--- src/rtl/multicycle_ctrl_unit.sv ---
// multicycle_ctrl_unit: RV32I multi-cycle control FSM with handshake watchdog and retire counter
module multicycle_ctrl_unit #(
    parameter int WIDTH    = 32,
    parameter int ALU_OP_W = 4,
    parameter int TIMEOUT  = 255
) (
    input  logic                clk,
    input  logic                rst,
    input  logic [6:0]          opcode,
    input  logic [2:0]          funct3,
    input  logic                funct7_5,
    input  logic                branch_taken,
    input  logic                imem_ready,
    input  logic                dmem_ready,
    output logic                imem_req,
    output logic                dmem_req,
    output logic                DM_write_en,
    output logic                ir_write_en,
    output logic                pc_write_en,
    output logic                PC_MUX_sel,
    output logic                port_A_sel,
    output logic                port_B_sel,
    output logic [2:0]          imm_sel,
    output logic [1:0]          write_MUX_sel,
    output logic                reg_write_en,
    output logic [ALU_OP_W-1:0] alu_op,
    output logic                illegal_instr,
    output logic                bus_error,
    output logic [2:0]          state,
    output logic [WIDTH-1:0]    instret
);
    typedef enum logic [2:0] {FETCH, DECODE, EXEC, MEM, WB, TRAP} state_t;
    typedef enum logic [3:0] {C_R, C_I, C_LOAD, C_JALR, C_S, C_B, C_AUIPC, C_LUI, C_JAL, C_FENCE, C_BAD} cls_t;
    localparam int WD_W = TIMEOUT > 1 ? $clog2(TIMEOUT + 1) : 1;

    state_t          st, st_n;
    cls_t            cls, dec;
    logic [WD_W-1:0] wd;
    logic            waiting, tmo;

    assign state = st;

    always_comb begin
        dec = C_BAD;
        case (opcode)
            7'b0110011: dec = C_R;
            7'b0010011: dec = C_I;
            7'b0000011: dec = C_LOAD;
            7'b1100111: dec = C_JALR;
            7'b0100011: dec = C_S;
            7'b1100011: dec = C_B;
            7'b0010111: dec = C_AUIPC;
            7'b0110111: dec = C_LUI;
            7'b1101111: dec = C_JAL;
            7'b0001111: dec = C_FENCE;
            default:    dec = C_BAD;
        endcase
    end

    // Ready takes priority: a timeout fires only on a cycle still without ready
    assign waiting = (st == FETCH && !imem_ready) || (st == MEM && !dmem_ready);
    assign tmo     = TIMEOUT != 0 && waiting && wd == WD_W'(TIMEOUT - 1);

    always_comb begin
        st_n          = st;
        imem_req      = 1'b0;
        dmem_req      = 1'b0;
        DM_write_en   = 1'b0;
        ir_write_en   = 1'b0;
        pc_write_en   = 1'b0;
        PC_MUX_sel    = 1'b0;
        port_A_sel    = 1'b0;
        port_B_sel    = 1'b0;
        imm_sel       = 3'd0;
        write_MUX_sel = 2'd0;
        reg_write_en  = 1'b0;
        alu_op        = '0;
        case (st)
            FETCH: begin
                imem_req    = 1'b1;
                ir_write_en = imem_ready && !rst;
                st_n        = imem_ready ? DECODE : tmo ? TRAP : FETCH;
            end
            DECODE: st_n = dec == C_BAD ? TRAP : EXEC;
            EXEC: begin
                port_A_sel  = cls inside {C_B, C_AUIPC, C_JAL};
                port_B_sel  = !(cls inside {C_R, C_FENCE});
                imm_sel     = cls == C_S ? 3'd1 : cls == C_B ? 3'd2 :
                              cls inside {C_AUIPC, C_LUI} ? 3'd3 : cls == C_JAL ? 3'd4 : 3'd0;
                alu_op      = cls == C_R ? ALU_OP_W'({funct7_5, funct3}) :
                              cls == C_I ? ALU_OP_W'({funct7_5 && funct3 == 3'b101, funct3}) :
                              cls == C_LUI ? '1 : '0;
                pc_write_en = cls == C_B;
                PC_MUX_sel  = cls == C_B && branch_taken;
                st_n        = cls == C_B ? FETCH : cls inside {C_LOAD, C_S} ? MEM : WB;
            end
            MEM: begin
                dmem_req    = 1'b1;
                DM_write_en = cls == C_S;
                pc_write_en = dmem_ready && cls == C_S;
                st_n        = dmem_ready ? (cls == C_S ? FETCH : WB) : tmo ? TRAP : MEM;
            end
            WB: begin
                pc_write_en   = 1'b1;
                reg_write_en  = cls != C_FENCE;
                write_MUX_sel = cls == C_LOAD ? 2'd1 : cls inside {C_JAL, C_JALR} ? 2'd2 : 2'd0;
                PC_MUX_sel    = cls inside {C_JAL, C_JALR};
                st_n          = FETCH;
            end
            TRAP:    st_n = TRAP;
            default: st_n = FETCH;
        endcase
    end

    always_ff @(posedge clk or posedge rst) begin
        if (rst) begin
            st            <= FETCH;
            cls           <= C_R;
            wd            <= '0;
            instret       <= '0;
            illegal_instr <= 1'b0;
            bus_error     <= 1'b0;
        end else begin
            st <= st_n;
            wd <= waiting ? wd + WD_W'(1) : '0;
            if (st == DECODE) cls <= dec;
            if (pc_write_en) instret <= instret + WIDTH'(1);
            if (st == DECODE && dec == C_BAD) illegal_instr <= 1'b1;
            if (tmo) bus_error <= 1'b1;
        end
    end
endmodule

--- config.mk ---
export PLATFORM = sky130hd
export DESIGN_NAME = multicycle_ctrl_unit
export DESIGN_NICKNAME = d
export VERILOG_FILES = /design/src/rtl/multicycle_ctrl_unit.sv
export SDC_FILE = /design/constraint.sdc
export NUM_CORES = 1
export LEC_CHECK = 0
export ABC_AREA = 1
export BUFFER_PORTS_ARGS = -buffer_cell sky130_fd_sc_hd__buf_2
export CAP_MARGIN = 20
export CORE_MARGIN = 2
export CORE_UTILIZATION = 45
export CTS_CLUSTER_DIAMETER = 200
export DETAILED_ROUTE_END_ITERATION = 12
export PLACE_DENSITY = 0.71
export SYNTH_ARGS = -nofsm -noshare
export SYNTH_HDL_FRONTEND = slang
export SYNTH_SLANG_ARGS = --single-unit
export TNS_END_PERCENT = 10
--- constraint.sdc ---
create_clock -name clk -period 1.6 [get_ports clk]
set_input_delay 0.24 -clock clk [delete_from_list [all_inputs] [get_ports clk]]
set_output_delay 0.24 -clock clk [all_outputs]
set_load 0.03 [all_outputs]
==> results of run 1 <==
## stage by stage
| stage | setup slack, ns | instances |
|---|---|---|
| 2_1_floorplan | -0.1518 | 525 |
| 5_1_grt | -0.3862 | 746 |
| 3_3_place_gp | 0.009364 | 725 |
| 3_5_place_dp | -0.03248 | 725 |
| 6_report | -0.3119 | 746 |
| 4_1_cts | -0.2757 | 739 |
## timing repair
action	in CTS	in global routing
pin swaps	10	15
buffers inserted	7	8
endpoints found under the setup margin	26	47
resized for setup	56	35
endpoints found under the hold margin	13	0
hold buffers	1	0
## synth_stat cells, types with 2 or more instances
master,number,area share [%]
nand2_1,231,26
nand3b_1,16,3.6
o21ai_1,10,1.5
nand3_2,2,0.61
xnor2_1,2,0.53
nor2_1,93,11
inv_1,45,5.1
dfrtp_1,49,37
o22ai_1,2,0.38
o21ai_0,12,1.8
inv_2,4,0.45
nand4_1,3,0.57
o21bai_1,2,0.45
a21oi_1,7,1.1
xor2_1,10,2.7
nor2_2,2,0.38
ha_1,3,1.1
nor3_1,7,1.1
nand3_1,15,2.3
buf_6,2,0.68
buf_4,3,0.68
## final cells by class
cell class	count	area, um2
clock buffers	5	68.82
clock inverters	3	28.78
fillers	634	2560
inverters	49	186.4
multi-input cells	421	2122
flip-flops and latches	49	1234
well taps	99	123.9
repair buffers	120	852.1
## worst paths after layout
| kind | start | endpoint | slack, ns | depth (start not counted) |
|---|---|---|---|---|
| worst min register to register | bus_error$_DFFE_PP0N_ | bus_error$_DFFE_PP0N_ | 0.49 | 1 |
| worst min-delay path | imem_ready | wd[5]$_DFF_PP0_ | 0.36 | 6 |
| worst max-delay path | cls[3]$_DFFE_PP0N_ | alu_op[3] | -0.31 | 8 |
| min in group asynchronous | rst | cls[1]$_DFFE_PP0N_ | 0.45 | 3 |
| max in group asynchronous | rst | instret[2]$_DFFE_PP0P_ | 0.67 | 4 |
| worst max register to register | cls[3]$_DFFE_PP0N_ | instret[15]$_DFFE_PP0P_ | -0.04 | 7 |
## layer usage
layer  global-route usage (%)  vias up  routed length [um]
met5                        0        -                   0
met4                    7.327        0                 162
met3                    4.662       15                 434
met2                    45.39       83                5043
met1                    29.51     1697                4227
li1                         -     1875                   -
## cell families (layout without fill, tap and decap cells)
| family | count (synthesis) | after routing |
|---|---|---|
| xor+xnor | 12 | 12 |
| buf+inv | 55 | 177 |
| simple gates | 373 | 373 |
| flops | 49 | 49 |
| compound gates | 33 | 33 |
| fa+ha+maj | 3 | 3 |
## registers in the layout (all words and copies together) (netlist names)
register / flops
bus_error: 1
cls: 4
illegal_instr: 1
instret: 32
state: 3
wd: 8
## tightest hold or removal path, delay by kind of cell
family                 cells  cell delay, ns
and+or+nand+nor            4            0.29
buffers and inverters      2            0.13
## power groups by stage
stage / sequential [mW] / combinational (mW) / clock, mW
after floorplan: 1.72 / 1.08 / 0
after global placement: 1.51 / 1.96 / 0
after detailed placement: 1.52 / 1.99 / 0
after CTS: 1.51 / 2.30 / 0.836
after global routing: 1.55 / 2.81 / 0.879
final: 1.53 / 2.61 / 0.818
==> metrics.md, run 1 <==
| Metric | Value |
|---|---|
| H-tree level count | 2 |
| Hold crit path type | in2reg |
| Mapped cell area | between 3000 and 4000 um2 |
| Worst VDD drop | about 0.87 mV |
| Clk_skew | 0.01080 ns |
| Nature of the critical path startpoint | register |
| Max-slew violations | 0 |
| Status | complete, but fails checks |
| Worst setup EP type | output port |
| Post-synthesis share of cell area spent on xor and xnor gates | 3.183% |
| EDFF count, synth | 0 |
| CTS Buf Count | 5 |
| Simple-gate share of the synthesized area | a little under half |
| Placed standard-cell area | just over 4000 um2 |
| Core area | approximately 7000 um2 |
| Synth Area in Compound Gates | about 5.2% |
| IO Count | between 70 and 80 |
| Combinational power share | 52.6% |
| GRT Residual Overflow | 0 |
| Register area share after synthesis | approximately 37% |
| CP peak stage delay | ~0.43 ns |
| Average footprint of a synthesized cell | ~6.3 um2 |
| Largest net degree at the start of global routing | 25 |
| Row cnt | 31 |
| Wire per inst | around 13 um |
| Main combinational cell family by area after synthesis | simple AND/OR/NAND/NOR gates |
| Max_cap viols | 0 |
| Multiplexer share of the synthesized area | 0% |
| Area grow syn2layout | 39.79% |
| Setup CP Type | reg2out |
| Via count | 3670 |
| ANT cells | 0 |
| Setup TNS | -3.866 ns |
| Total power draw | 4.961 mW |
| Final period utilization | 119.5% |
| # DRC | 0 |
| First-pass GRT wire length | between 15000 and 20000 um |
| Synth unique cells | 26 |
| Cells along the critical path | nor2_2 > inv_2 > nor2_2 > inv_1 > or2_4 > nand3_2 > a21oi_2 > buf_6 |
| Synth Net Count | roughly 540 |
| Detailed Route WL | 9866 um |
| Worst Path Required | 1.36 ns |
| Slowest stage cell on the critical path | dfrtp_1 |
| Largest delay contributor family on the critical path | simple AND/OR/NAND/NOR gates |
| CP bufs+invs | 3 |
| Commonest non-fill, non-tap cell in the layout | nand2_1 |
| TritonCTS clock tree | yes |
| Final setup margin | -0.3119 ns |
| Count of buffers from port buffering | 70 |
| Root Driver | clkbuf_8 |
| Final min period | between 1.5 and 2 ns |
| Starting DRT DRC Count | around 150 |
| Final net count | 665 |
| Syn Inst Count | ~530 |
| P_int | around 2.7 mW |
| Synthesis warning total | 0 |
| Die Area | 8039 um2 |
| Sequential share of power | between 30% and 40% |
| Synth async-reset ratio | between 90% and 100% |
| Fin util | roughly 64% |
| Initial Util | approximately 46% |
| Worst hold margin | ~0.36 ns |
| Pwr per Cell Area | 1075 nW/um2 |
| Die Y | around 90 um |
| Unrepaired setup endpoints after global routing | yes |
| Synth Area in Adders | between 1 and 1.5% |
| Most frequent CP cell | nor2_2 |
| Final setup viols | 41 |
| Clock share of power | about 17% |
| Final Hold Fails | 0 |
| Dpl hpwl | approximately 7000 um |
| Switching share of power | approximately 45% |
| Number of global-route vias before repair | approximately 3400 |
| Max Root-Sink Buffers | 2 |
| Critical path data arrival time | approximately 1.7 ns |
| Failing checks | negative setup slack |
| GR Util All Layers | approximately 25% |
| Worst-path clk slew | ~0.11 ns |
| Max Clk Rate | approximately 520 MHz |
| Vias per cell | a little under 5 |
| CP max FO | 4 |
| LEAKAGE | roughly 2.3 nW |
| #FFs+latches synth | between 40 and 50 |
| Final instance area | 4616 um2 |
| Antenna Violating Nets Remaining | 0 |
| Share of cells above drive strength 1 | between 20% and 30% |
| Initial antenna violation count | 0 |
| Sw power | 2.236 mW |
| Clk sink count | a little under 50 |
| First-pass DRT Iterations | 4 |
| Commonest non-fill, non-tap cells in the layout | 226 x nand2_1, 75 x nor2_1, 54 x buf_2 |
| Worst skew pair latency | roughly 0.32 ns |
| RD Place Congestion | 0.8905 |
| Max-slew headroom | 71.87% |
| Synth Flop Type | dfrtp_1 |
| Chip width | approximately 90 um |
| Worst Tran Pin Value | 0.4214 ns |
No activity file was read; power rests on OpenSTA's default activity.
==> run 2, diff against run 1 <==
- CORE_MARGIN: 2 -> default
- PLACE_DENSITY: 0.71 -> 0.72
==> metrics.md, run 2 (synthesis results as in run 1) <==
| Metric | Value |
|---|---|
| Sw power | 1.993 mW (-11%) |
| Share of cells above drive strength 1 | 26.80% (-3.0 points) |
| GR Util All Layers | 24.57% (-0.28 points) |
| Die Area | 7684 um2 (-4.4%) |
| Multi-input gate area in the final layout | 2026 um2 (-4.5%) |
| Max Clk Rate | 527.7 MHz (+0.89%) |
| Core area | 6944 um2 (-3.2%) |
| # DRC | 0 (unchanged) |
| Number of global-route vias before repair | 3534 (+4.2%) |
| Reg with most FFs | instret |
| Vias per cell | 4.982 (+1.3%) |
| Final setup margin | -0.2951 ns (+0.01680 ns) |
| Row cnt | 30 (-3.2%) |
| Largest net degree at the start of global routing | 44 (+76%) |
| Unrepaired setup endpoints after global routing | yes |
| TritonCTS clock tree | yes |
| Worst skew pair latency | 0.31 ns (about the same) |
| Status | complete, but fails checks |
| Max-slew violations | 0 (unchanged) |
| Dpl hpwl | 6654 um (-5.6%) |
| ANT cells | 0 (unchanged) |
| Wire per inst | 12.55 um (-5.1%) |
| Combinational power share | 48.8% (-3.8 points) |
| Via count | 3657 (-0.35%) |
| Critical path data arrival time | 1.66 ns (about the same) |
| CP max FO | 3 (-1) |
| FF/Latch Area | 1232 um2 (-0.10%) |
| Pwr per Cell Area | 1073 nW/um2 (-0.16%) |
| Worst-path clk slew | 0.08 ns (-0.03 ns) |
| Max reg flops | 32 (unchanged) |
| Hold crit path type | in2reg |
| Placed cells | 714 (-1.5%) |
| Die Y | 87.66 um (-2.2%) |
| Final net count | 656 (-1.4%) |
| Max_cap viols | 0 (unchanged) |
| Initial Util | 47.55% (+1.5 points) |
| Root Driver | clkbuf_8 |
| First-pass DRT Iterations | 5 (+1) |
| LEAKAGE | 2.275 nW (-2.4%) |
| Nature of the critical path startpoint | register |
| Worst VDD drop | 0.8776 mV (+0.47%) |
| Sequential share of power | 32.0% (+1.1 points) |
| Worst Tran Pin Value | 0.4080 ns (-0.01344 ns) |
| Final min period | 1.895 ns (-0.01680 ns) |
| Commonest non-fill, non-tap cell in the layout | nand2_1 |
| CTS Buf Count | 5 (unchanged) |
| Starting DRT DRC Count | 140 (-8.5%) |
| Max-slew headroom | 72.76% (+0.90 points) |
| FILL cells | 632 (-0.32%) |
| Final period utilization | 118.4% (-1.1 points) |
| Initial antenna violation count | 0 (unchanged) |
| Switching share of power | 41.76% (-3.3 points) |
| Antenna Violating Nets Remaining | 0 (unchanged) |
| Largest regs | instret (32), wd (8), cls (4) |
| First-pass GRT wire length | 15010 um (-2.6%) |
| H-tree level count | 2 (unchanged) |
| RD Place Congestion | 0.8973 (+0.76%) |
| Max Root-Sink Buffers | 2 (unchanged) |
| IO Count | 71 (unchanged) |
| Commonest non-fill, non-tap cells in the layout | 228 x nand2_1, 79 x nor2_1, 56 x buf_2 |
| P_int | 2.779 mW (+2.0%) |
| Final Hold Fails | 0 (unchanged) |
| Detailed Route WL | 9210 um (-6.6%) |
| Count of buffers from port buffering | 70 (unchanged) |
| Setup CP Type | reg2out |
| Clk sink count | 49 (unchanged) |
| Worst hold margin | 0.3518 ns (-0.01061 ns) |
| GRT Residual Overflow | 0 (unchanged) |
| Area grow syn2layout | 34.67% |
| Clock share of power | 19.3% (+2.8 points) |
| Total power draw | 4.771 mW (-3.8%) |
| Clk_skew | 0.01091 ns (+0.0001062 ns) |
| Chip width | 87.66 um (-2.2%) |
| Failing checks | negative setup slack |
| Worst setup EP type | output port |
| Worst Path Required | 1.36 ns (about the same) |
| Non-Filler Instances | 734 (-1.6%) |
| Final setup viols | 16 (-61%) |
[run 2: cell count changes in the layout (fill, tap and decap cells not counted), sizes merged]
cell | previous run | this run
buf | 119 | 110
bufinv | 0 | 1
clkinv | 1 | 0
clkbuf | 5 | 7
inv | 51 | 49
[run 2: area by class of cell]
cell class	count	area share (%)
well taps	96	2.701
inverters	49	4.192
clock inverters	1	0.6753
repair buffers	111	17.22
flip-flops and latches	49	27.72
multi-input cells	421	45.55
clock buffers	7	1.941
[run 2: final timing paths]
| kind | slack (ns) | from | endpoint | cells past startpoint |
|---|---|---|---|---|
| min in group asynchronous | 0.39 | rst | illegal_instr$_DFFE_PP0P_ | 3 |
| worst max register to register | 0.04 | cls[2]$_DFFE_PP0N_ | instret[11]$_DFFE_PP0P_ | 8 |
| worst min-delay path | 0.35 | dmem_ready | state[1]$_DFF_PP0_ | 6 |
| worst min register to register | 0.48 | wd[0]$_DFF_PP0_ | wd[0]$_DFF_PP0_ | 1 |
| worst max-delay path | -0.30 | cls[0]$_DFFE_PP0N_ | alu_op[3] | 7 |
| max in group asynchronous | 0.73 | rst | instret[0]$_DFFE_PP0P_ | 4 |
[run 2: per-layer routing]
layer | track usage, % | routed length, um | up-vias
met5 | 0 | 0 | -
met4 | 8.495 | 153 | 0
met3 | 3.299 | 406 | 18
met2 | 45.95 | 4692 | 98
met1 | 28.72 | 3958 | 1699
li1 | - | - | 1842
[run 2: repair_timing]
action,in CTS,in global routing
setup buffers,6,5
resized for setup,35,24
hold endpoints to repair,6,0
hold buffers,1,0
pin swaps,4,14
endpoints found under the setup margin,16,42
[run 2: worst max-delay path, stage by stage, from the launching register on]
cell and delay, ns:
dfrtp_1 0.41, buf_4 0.14, nand2_1 0.07, o22ai_2 0.21
buf_4 0.15, nand3_2 0.08, a21oi_2 0.15, buf_6 0.14
[run 2: power groups by stage]
stage	sequential [mW]	combinational, mW	clock (mW)
2_1_floorplan	1.72	1.08	0
3_3_place_gp	1.51	1.91	0
3_5_place_dp	1.52	1.94	0
4_1_cts	1.50	2.12	0.949
5_1_grt	1.54	2.54	0.996
6_report	1.53	2.33	0.919
[run 2: through the flow]
step	setup TNS [ns]	area [um2]	util, %	setup WS [ns]
after floorplan	-2.808	3396	-	-0.1518
after global placement	0	4059	58.45	0.01195
after detailed placement	-0.1689	4059	58.45	-0.06510
after CTS	-2.368	4344	62.56	-0.2264
after global routing	-5.715	4447	64.04	-0.3621
final	-2.751	4447	64.04	-0.2951
